[src/rtl/bit_scan_counter.sv]
// bit_scan_counter
//   Serial bit-metric unit. A DATA_W-bit operand and a 2-bit mode are latched
//   on an accepted start. One bit is examined per clock, and the unit reports
//   one of these counts:
//     mode 00 : number of ones
//     mode 01 : number of zeros (the inverted operand is counted as ones)
//     mode 10 : leading zeros, scanned from the MSB
//     mode 11 : trailing zeros, scanned from the LSB
//
// Ports
//   clk      rising-edge clock
//   rst      synchronous reset, active-high; aborts any operation in progress
//   start    request, sampled only while idle
//   mode     metric select, latched with start
//   data_in  operand, latched with start
//   busy     high while scanning and during the done cycle
//   done     one-cycle pulse when result is updated
//   result   final count; holds its value until the next completion
module bit_scan_counter #(
  parameter int DATA_W = 8,
  parameter int CNT_W  = $clog2(DATA_W + 1)
) (
  input  logic              clk,
  input  logic              rst,
  input  logic              start,
  input  logic [1:0]        mode,
  input  logic [DATA_W-1:0] data_in,
  output logic              busy,
  output logic              done,
  output logic [CNT_W-1:0]  result
);

  typedef enum logic [1:0] {
    IDLE  = 2'd0,
    SHIFT = 2'd1,
    DONE  = 2'd2
  } state_t;

  state_t             state;
  logic [DATA_W-1:0]  r;
  logic [CNT_W-1:0]   cnt;
  logic [CNT_W-1:0]   bits_left;
  logic [1:0]         mode_q;

  logic               finish;
  logic [DATA_W-1:0]  r_next;
  logic [CNT_W-1:0]   cnt_next;
  logic [CNT_W-1:0]   bits_left_next;

  // Per-mode scan step. Population modes stop as soon as no ones remain in
  // the shift register, so their latency depends on the lowest set bit.
  // Zero-run modes stop on the first one seen or once every bit was consumed.
  always_comb begin
    finish         = 1'b0;
    r_next         = r;
    cnt_next       = cnt;
    bits_left_next = bits_left;
    case (mode_q)
      2'b00, 2'b01: begin
        finish   = (r == '0);
        r_next   = r << 1;
        cnt_next = cnt + CNT_W'(r[DATA_W-1]);
      end
      2'b10: begin
        finish         = r[DATA_W-1] | (bits_left == '0);
        r_next         = r << 1;
        cnt_next       = cnt + CNT_W'(1);
        bits_left_next = bits_left - CNT_W'(1);
      end
      default: begin
        finish         = r[0] | (bits_left == '0);
        r_next         = r >> 1;
        cnt_next       = cnt + CNT_W'(1);
        bits_left_next = bits_left - CNT_W'(1);
      end
    endcase
  end

  always_ff @(posedge clk) begin
    if (rst) begin
      state     <= IDLE;
      busy      <= 1'b0;
      done      <= 1'b0;
      result    <= '0;
      r         <= '0;
      cnt       <= '0;
      bits_left <= '0;
      mode_q    <= '0;
    end else begin
      case (state)
        IDLE: begin
          done <= 1'b0;
          if (start) begin
            r         <= (mode == 2'b01) ? ~data_in : data_in;
            cnt       <= '0;
            bits_left <= CNT_W'(DATA_W);
            mode_q    <= mode;
            busy      <= 1'b1;
            state     <= SHIFT;
          end
        end
        SHIFT: begin
          if (finish) begin
            result <= cnt;
            done   <= 1'b1;
            state  <= DONE;
          end else begin
            r         <= r_next;
            cnt       <= cnt_next;
            bits_left <= bits_left_next;
          end
        end
        DONE: begin
          // start is deliberately not looked at here; the earliest new
          // request is taken one cycle later, in IDLE.
          done  <= 1'b0;
          busy  <= 1'b0;
          state <= IDLE;
        end
        default: begin
          done  <= 1'b0;
          busy  <= 1'b0;
          state <= IDLE;
        end
      endcase
    end
  end

endmodule
[config.mk]
export PLATFORM = sky130hd
export DESIGN_NAME = bit_scan_counter
export DESIGN_NICKNAME = d
export VERILOG_FILES = /design/src/rtl/bit_scan_counter.sv
export SDC_FILE = /design/constraint.sdc
export NUM_CORES = 1
export LEC_CHECK = 0
export CORE_MARGIN = 2
export CORE_UTILIZATION = 48
export DETAILED_ROUTE_END_ITERATION = 16
export GPL_TIMING_DRIVEN = 0
export HOLD_SLACK_MARGIN = 0.1
export PLACE_DENSITY_LB_ADDON = 0.2
export SYNTH_ARGS = -nofsm -noshare
export SYNTH_HDL_FRONTEND = slang
export SYNTH_SLANG_ARGS = --single-unit
[constraint.sdc]
create_clock -name clk -period 1.7 [get_ports clk]
set_clock_uncertainty 0.15 [all_clocks]
set_input_delay 0.17 -clock clk [delete_from_list [all_inputs] [get_ports clk]]
set_output_delay 0.17 -clock clk [all_outputs]
set_load 0.1 [all_outputs]
# --- Yosys cells after proc, flatten, opt, wreduce, memory -nomap -nowiden ---
# Cells that the tools add are included.
op_classes:
  n_addsub: 3
  mul: 0
  div: 0
  n_lt_le_gt_ge: 0
  n_eq_ne: 8
  shift: 0
  n_mux: 19
  bitwise: 4
  reduce_logical: 14
op_table:
  columns: ["operator", "count"]
  rows:
  - ["8-bit 2-to-1 mux", 4]
  - ["4-bit 2-to-1 mux", 6]
  - ["4-bit one-hot mux with 2 select lines", 2]
  - ["8-bit one-hot mux with 2 select lines", 1]
  - ["8-bit logical NOT", 1]
  - ["2-bit != test (second input constant)", 4]
  - ["8-bit inverter", 1]
  - ["2-bit AND reduction", 4]
  - ["2-bit by 1-bit == test with 1-bit output (second input constant)", 3]
  - ["4-bit by 1-bit adder with 4-bit output", 1]
  - ["4-bit by 1-bit adder with 4-bit output (second input constant)", 1]
  - ["2-bit logical NOT", 2]
  - ["4-bit logical NOT", 1]
  - ["2-bit 2-to-1 mux", 2]
  - ["1-bit one-hot mux with 2 select lines", 2]
  - ["2-bit one-hot mux with 2 select lines", 1]
  - ["4-bit AND reduction", 1]
  - ["2-bit OR reduction", 2]
  - ["4-bit by 1-bit subtractor with 4-bit output (second input constant)", 1]
  - ["3-bit AND reduction", 1]
  - ["3-bit OR reduction", 1]
  - ["2-bit == test (second input constant)", 1]
  - ["1-bit OR", 2]
  - ["2-bit nonzero test", 1]
  - ["2 further kinds", 2]
totals:
  ff_bits: 26
  latchBits: 0
  mem_bits_rw: 0
  rom_bits: 0
  in_bits: 13
  out_inout_bits: 6
  elab_cells: 56
  mem_count: 0

# --- Longest topological paths before layout ---
# Gate-level depths: netlist of the first run.
depth:
  word_depth: 5
  depth_mapped: 8
  depth_no_buf: 7

# --- Worst setup path after synthesis of the first run ---
# Ideal clock, no wire load.
synth_timing:
  kind: "flip-flop to flip-flop"
  startpoint: "reg bits_left[0]"
  endpoint: "reg r[1]"
  setup_ns: 0.128
  arrival_time_ns: 1.628
  t_required_ns: 1.422
  setup_slack_ns: -0.206
  stages_incl_launch_ff: 9
  n_path_buf: 1
  period_less_slack_ns: 1.906
  cell_sequence: "dfxtp_1 inv_1 ha_1 nor3b_1 o21ai_4 and3_4 buf_6 a221oi_2 nor2_1"
synth_between:
  elab_chain_len: 5
  elab_cells_between_ends: 6
  classes_between: "1 x eq/ne; 1 x mux; 2 x bitwise; 2 x reduce/logical"
synth_lines:
  columns: ["item", "line", "text"]
  rows:
  - ["start: declaration", "42", "logic [CNT_W-1:0] bits_left;"]
  - ["start signal: assignment", "96", "bits_left <= CNT_W'(DATA_W);"]
  - ["start signal: assignment", "110", "bits_left <= bits_left_next;"]
  - ["4-bit logical NOT (*)", "65, 71", null]
  - ["1-bit OR (on tied branches)", "71, 65", null]
  - ["1-bit one-hot mux with 2 select lines (*)", "58", "case (mode_q)"]
  - ["2-bit != test (no source line) (*)", null, null]
  - ["3-bit AND reduction (no source line) (*)", null, null]
  - ["end signal: assignment", "94", "r <= (mode == 2'b01) ? ~data_in : data_in;"]
  - ["end signal: assignment", "108", "r <= r_next;"]
  - ["end: declaration", "40", "logic [DATA_W-1:0] r;"]
# Mark *: on every way between the ends. The rest lies on a longest branch, timed or not.
# A chain may end at the register's enable or synchronous reset.

# --- Worst setup path after layout of the first run ---
layout_timing:
  startpoint: "reg mode_q[0]"
  endpoint: "reg r[6]"
layout_between:
  elab_chain_len: 5
  elab_cells_between_ends: 11
  classes_between: "3 x eq/ne; 4 x mux; 4 x reduce/logical"
layout_lines:
  columns: ["item", "line", "text"]
  rows:
  - ["start: declaration", "43", "logic [1:0] mode_q;"]
  - ["start signal: assignment", "97", "mode_q <= mode;"]
  - ["2-bit by 1-bit == test with 1-bit output, or another cell as far along", "58", null]
  - ["2-bit OR reduction or 3-bit OR reduction (tied branches)", null, null]
  - ["1-bit one-hot mux with 2 select lines or 8-bit 2-to-1 mux (tied branches)", "58", null]
  - ["2-bit != test (no source line) or 8-bit 2-to-1 mux (tied branches)", null, null]
  - ["3-bit AND reduction (no source line) or 8-bit one-hot mux with 2 select lines (tied branches)", null, null]
# Parallel ways exist; a longest one is shown, timed or not. The select of a mux whose other input is x is not followed.

==> results of run 1 <==
==> metal layers <==
metal | vias up | global-route usage (%)
li1 | 622 | -
met1 | 626 | 26.2
met2 | 31 | 36.9
met3 | 9 | 5.71
met4 | 0 | 11.3
met5 | - | 0
==> sequential cells by signal, summed over array words and instances, names as in the netlist <==
signal / flops
mode_q: 2
cnt: 4
bits_left: 4
done: 1
result: 4
busy: 1
state: 2
r: 8
==> cell usage after synthesis (all sizes together), types with 2 or more instances <==
master,instances,share of area [%]
a21oi,11,4.6
a221oi,7,7.4
a31oi,2,1.9
and2,2,0.88
and3,2,1.2
buf,4,2.2
clkbuf,4,1.1
dfxtp,26,36
ha,4,3.5
inv,4,1.1
mux2,7,5.8
mux2i,5,3.5
nand2,11,2.9
nand2b,2,0.88
nand3,5,1.8
nand3b,2,1.9
nor2,23,6.0
nor2b,2,0.88
nor3,3,1.1
nor3b,2,1.1
nor4,2,1.3
o21ai,3,1.8
or2,2,1.1
xnor2,7,4.3
==> area by class of cell <==
class	count	share of cell area, %
inverter	4	0.765
clock buffer	4	1.85
timing repair buffer	37	18.8
tap	31	1.98
multi-input combinational	115	47.3
sequential	26	27.3
buffer	7	1.98
==> stage by stage <==
step                      utilization (%)  worst slack [ns]
after global placement               59.6            -0.188
final                                70.6            -0.192
after CTS                            68.0            -0.136
after floorplan                         -           -0.0330
after detailed placement             59.6            -0.203
after global routing                 70.6            -0.297
==> timing repair <==
action	4_1_cts	5_1_grt
setup endpoints to repair	27	22
hold endpoints to repair	4	0
hold buffers	1	0
pin swaps	14	13
cloned	2	0
gates resized for setup	37	10
setup buffers	12	6
==> worst register-to-register path, cell delays in order, from the launching register on <==
cell and delay, ns:
dfxtp_4 0.40, mux2_4 0.33, o21ai_4 0.24, buf_6 0.15, a31oi_4 0.14, a221oi_2 0.29, nor2_1 0.06
==> cells by family (layout without fill, tap and decap cells) <==
kind of cell,after synthesis,after routing,synth area share [%]
AOI/OAI and AO/OA,30,31,19.6
xor gates and xnor gates,8,8,4.90
adders and majority gates,4,4,3.50
buffers and inverters,12,52,4.29
DFF,26,26,36.4
muxes,12,12,9.28
and+or+nand+nor,60,60,22.0
==> power breakdown <==
part	total [mW]	switching, mW	internal (mW)
logic	0.624	0.322	0.303
clock network	0.335	0.203	0.132
registers	0.706	0.0536	0.652
==> how the worst max path moves through the flow <==
stage                     cells after the start  slack (ns)  endpoint
after floorplan                               7       -0.03      r[1]
after global placement                        6       -0.19      r[1]
after detailed placement                      6       -0.20      r[3]
after CTS                                     8       -0.14      r[3]
after global routing                          6       -0.30      r[1]
final                                         6       -0.19      r[6]
==> metrics.cfg, run 1 <==
[place]
routabilityCongestion=0.807
dp_hpwl_um=2190
dp_cells=200
numPortBuffers=17
postPlaceCellArea_mm2=0.00166

[floorplan]
ios=19
core_mm2=0.00278
fp.dieH_um=58.6
start_util_pct=51.4
fp-row-count=19
dieArea_mm2=0.00343
die-width_um=58.6

[sta]
rsz0062_at_grt=true
worst_slew_pin_slew_ns=0.573
maxSlewViolCount=0
worst_slack_ns=-0.192
timing.hold.ws_ns=0.225
setup_violations=21
max_freq_mhz=528
finalSetupTns_ns=-2.61
hold_viol_final=0
finalCriticalPeriod_ns=1.89
finalCritPeriodShare_pct=111
slew-limit-headroom_pct=61.8

[critical_path]
startpoint=mode_q[0]
crit_buf_inv=1
crit_family=compound AO/OA/AOI/OAI gates
rrSetupSlack_ns=-0.19
end_kind=flip-flop
crit_arrival_ns=1.96
worstSetupStartpointType=flip-flop
reg2reg_depth=6
r2r-start=mode_q[0]
slowest_stage=dfxtp_4
path_max_fanout=5
max_stage_delay_ns=0.40
r2r_end=r[6]
crit_path_cell_trace=mux2_4, o21ai_4, buf_6, a31oi_4, a221oi_2, nor2_1
critPathKind=reg2reg
crit_required_ns=1.77

[clock_network]
clk-insertion-delay-late_ns=0.34
cts.sinks=26
clock-root-buffer=clkbuf_4
cts_buffers=3
cts-htree-levels=1
cts_tree=built
clkTransAtPathRegs_ns=0.15
cts_buffer_depth=2

[synthesis]
synthArstFlopShare_pct=0
ys_seq_area_share_pct=36.4
synth_edf_count=0
synth_cells=152
syn_avg_cell_area_um2=9.40
synth-seq-cells=26
syn-num-nets=169
synth_flop_cell=dfxtp_1
synth_warnings=0
synth.distinct_cells=44
syn-cell-area_mm2=0.00143

[cells_and_area]
fin_area_mm2=0.00196
area_growth_pct=37.4
instances_no_fill=224
multi_input_area_um2=928
diodes=0
drive_gt1_share_pct=37.8
seqCellArea_um2=537
final_cell_mix=nor2_1 (22), dfxtp_1 (19), buf_4 (13), clkdlybuf4s50_1 (11)
n_fill_cell=206
nets=211
final_common_cell=nor2_1

[drt]
routed_wl_um=3670
firstDrtPassIters=4
wl_per_cell_um=16.4
top_layer_used=met4
vias_per_cell=5.75
drt_iter0_drc=48
met2_length_um=1870
drc=0
ant_nets=0
met1Wirelength_um=1550
wl_met3_um=156
via_count=1288

[grt]
grt_pass1_vias=1221
grt_antenna_before_repair=0
grt_start_max_net_pins=15
grt_pass1_wl_um=5700
overflow=0
track_usage_pct=22.2

[flow_run]
cap_violations=0

[hold_path]
min_to=mode_q[1]
hold_class=in2reg
hold_start=mode[1]
hold_path_depth=3

[status]
violations=negative setup slack
status=complete, but fails checks

[pwr]
vdd_drop_max_v=0.000843
power_mw=1.67
powerDensity_mw_per_mm2=848
cellLeakagePower_nw=0.734

No activity file was read; power rests on OpenSTA's default activity.
==> run 2: changes to the inputs <==
CAP_MARGIN = 15   (was not set)
SLEW_MARGIN = 10   (was not set)
==> results of run 2 <==
No change in the layout: final DEF, timing and power equal those of run 1.
==> run 3: changes to the inputs <==
PLACE_DENSITY = 0.78   (was not set)
PLACE_DENSITY_LB_ADDON = not set   (was 0.2)
SLEW_MARGIN = 20   (was 10)
==> run 3 against run 2 <==
Against the previous run: the run still ends with negative setup slack left; hold slack gained 0.024 ns; wire length shrank 8.9%; maximum frequency shrank 0.31%; clock power shrank 5%; non-clock buffer count shrank 7; sequential share of layout area shrank 0.13 points; final cell count shrank 3.1%; cell area shrank 1.4%; first-iteration DRC count shrank 23%; critical path type unchanged; critical endpoint is now r[4]; largest power group unchanged.
==> metrics.cfg, run 3 (synthesis gave the netlist of run 1 again) <==
[floorplan]
core_mm2=0.00278
fp-row-count=19
dieArea_mm2=0.00343
ios=19
start_util_pct=51.4
die-width_um=58.6
fp.dieH_um=58.6

[place]
routabilityCongestion=0.851
postPlaceCellArea_mm2=0.00166
dp_slack_ns=-0.234
dp_hpwl_um=2130
numPortBuffers=17

[grt]
track_usage_pct=21.2
grt_antenna_before_repair=0
grt_pass1_vias=1275
grt_start_max_net_pins=15
grt_pass1_wl_um=5620
overflow=0

[drt]
drc=0
via_count=1226
wl_per_cell_um=15.4
routed_wl_um=3350
ant_nets=0
drt_iter0_drc=37
vias_per_cell=5.65
firstDrtPassIters=4

[sta]
hold_viol_final=0
timing.hold.ws_ns=0.249
finalSetupTns_ns=-2.53
rsz0062_at_grt=true
max_freq_mhz=527
finalCritPeriodShare_pct=112
setup_violations=20
worst_slack_ns=-0.198
finalCriticalPeriod_ns=1.90
worst_slew_pin_slew_ns=0.546
maxSlewViolCount=0
slew-limit-headroom_pct=63.6

[hold_path]
hold_class=in2reg
hold_path_depth=3
min_to=mode_q[0]
hold_start=mode[0]

[cells_and_area]
final_cell_mix=nor2_1 (23), dfxtp_1 (23), nand2_1 (11), clkdlybuf4s50_1 (11), buf_4 (10)
nets=204
diodes=0
n_fill_cell=208
largest_reg_flops=8
drive_gt1_share_pct=35.5
area_growth_pct=35.5
fin_area_mm2=0.00194
max_flop_register=r

[critical_path]
rrSetupSlack_ns=-0.20
worstSetupStartpointType=flip-flop
path_max_fanout=5
crit_family=simple AND/OR/NAND/NOR gates
crit_path_cell_trace=inv_2, ha_4, nor3b_4, o21ai_4, and3_4, buf_12, buf_8, a221oi_4, nor2_1
crit_arrival_ns=1.96
r2r-start=bits_left[0]
end_kind=flip-flop
max_stage_delay_ns=0.35
critPathKind=reg2reg
reg2reg_depth=9
r2r_end=r[4]
crit_buf_inv=3
crit_required_ns=1.76
slowest_stage=dfxtp_2

[clock_network]
cts_buffers=3
cts.sinks=26
clkTransAtPathRegs_ns=0.14
clock-root-buffer=clkbuf_4
cts_buffer_depth=2
clk-insertion-delay-late_ns=0.32
cts_tree=built
cts-htree-levels=1

[pwr]
vdd_drop_max_v=0.000628
cellLeakagePower_nw=0.707
power_mw=1.63
powerDensity_mw_per_mm2=843

[status]
status=complete, but fails checks
violations=negative setup slack

[flow_run]
cap_violations=0

==> run 3: per-layer routing <==
metal / global-route usage, % / wire length [µm] / vias up
met1: 25.4 / 1480 / 589
met5: 0 / 0 / -
met2: 38.2 / 1730 / 23
li1: - / - / 608
met3: 1.98 / 84 / 6
met4: 9.30 / 57 / 0
==> run 3: through the flow <==
step / utilization, % / instances
floorplan: - / 152
global placement: 59.6 / 200
finish: 69.6 / 217
CTS: 67.7 / 217
global route: 69.6 / 217
detailed placement: 59.6 / 200
==> run 3: timing repair <==
action | 4_1_cts | 5_1_grt
endpoints found under the setup margin | 25 | 21
hold endpoints to repair | 4 | 0
hold buffers | 1 | 0
pin swaps | 17 | 3
resized for setup | 28 | 9
gates cloned | 2 | 0
setup buffers | 10 | 1
==> run 3: how the worst max path moves through the flow <==
stage                     cells past startpoint    startpoint  endpoint  slack [ns]
after global routing                          9  bits_left[0]      r[4]       -0.26
after global placement                        6         start      r[1]       -0.17
after detailed placement                      6         start      r[3]       -0.23
final                                         9  bits_left[0]      r[4]       -0.20
after floorplan                               7     mode_q[1]      r[1]       -0.03
after CTS                                     9  bits_left[0]    cnt[3]       -0.17
==> run 3: worst register-to-register path, cell delays in order (launching register included) <==
cell      delay (ns)
dfxtp_2         0.35
inv_2           0.07
ha_4            0.12
nor3b_4         0.25
o21ai_4         0.10
and3_4          0.21
buf_12          0.13
buf_8           0.12
a221oi_4        0.21
nor2_1          0.07
==> run 3: final cells by class <==
| cell class | instances | area (µm²) | area share, % |
|---|---|---|---|
| buffer | 7 | 46.3 | 2.39 |
| clock buffer | 4 | 36.3 | 1.87 |
| inverter | 4 | 15.0 | 0.776 |
| multi-input combinational | 115 | 962 | 49.7 |
| sequential | 26 | 527 | 27.2 |
| tap | 31 | 38.8 | 2.00 |
| timing repair buffer | 30 | 310 | 16.0 |
==> run 3: power by group <==
group | switching, mW | total (mW) | internal, mW | leakage (nW)
clock network | 0.187 | 0.319 | 0.131 | 0.0210
registers | 0.0531 | 0.704 | 0.651 | 0.214
logic | 0.319 | 0.610 | 0.290 | 0.472
total | 0.560 | 1.63 | 1.07 | 0.707
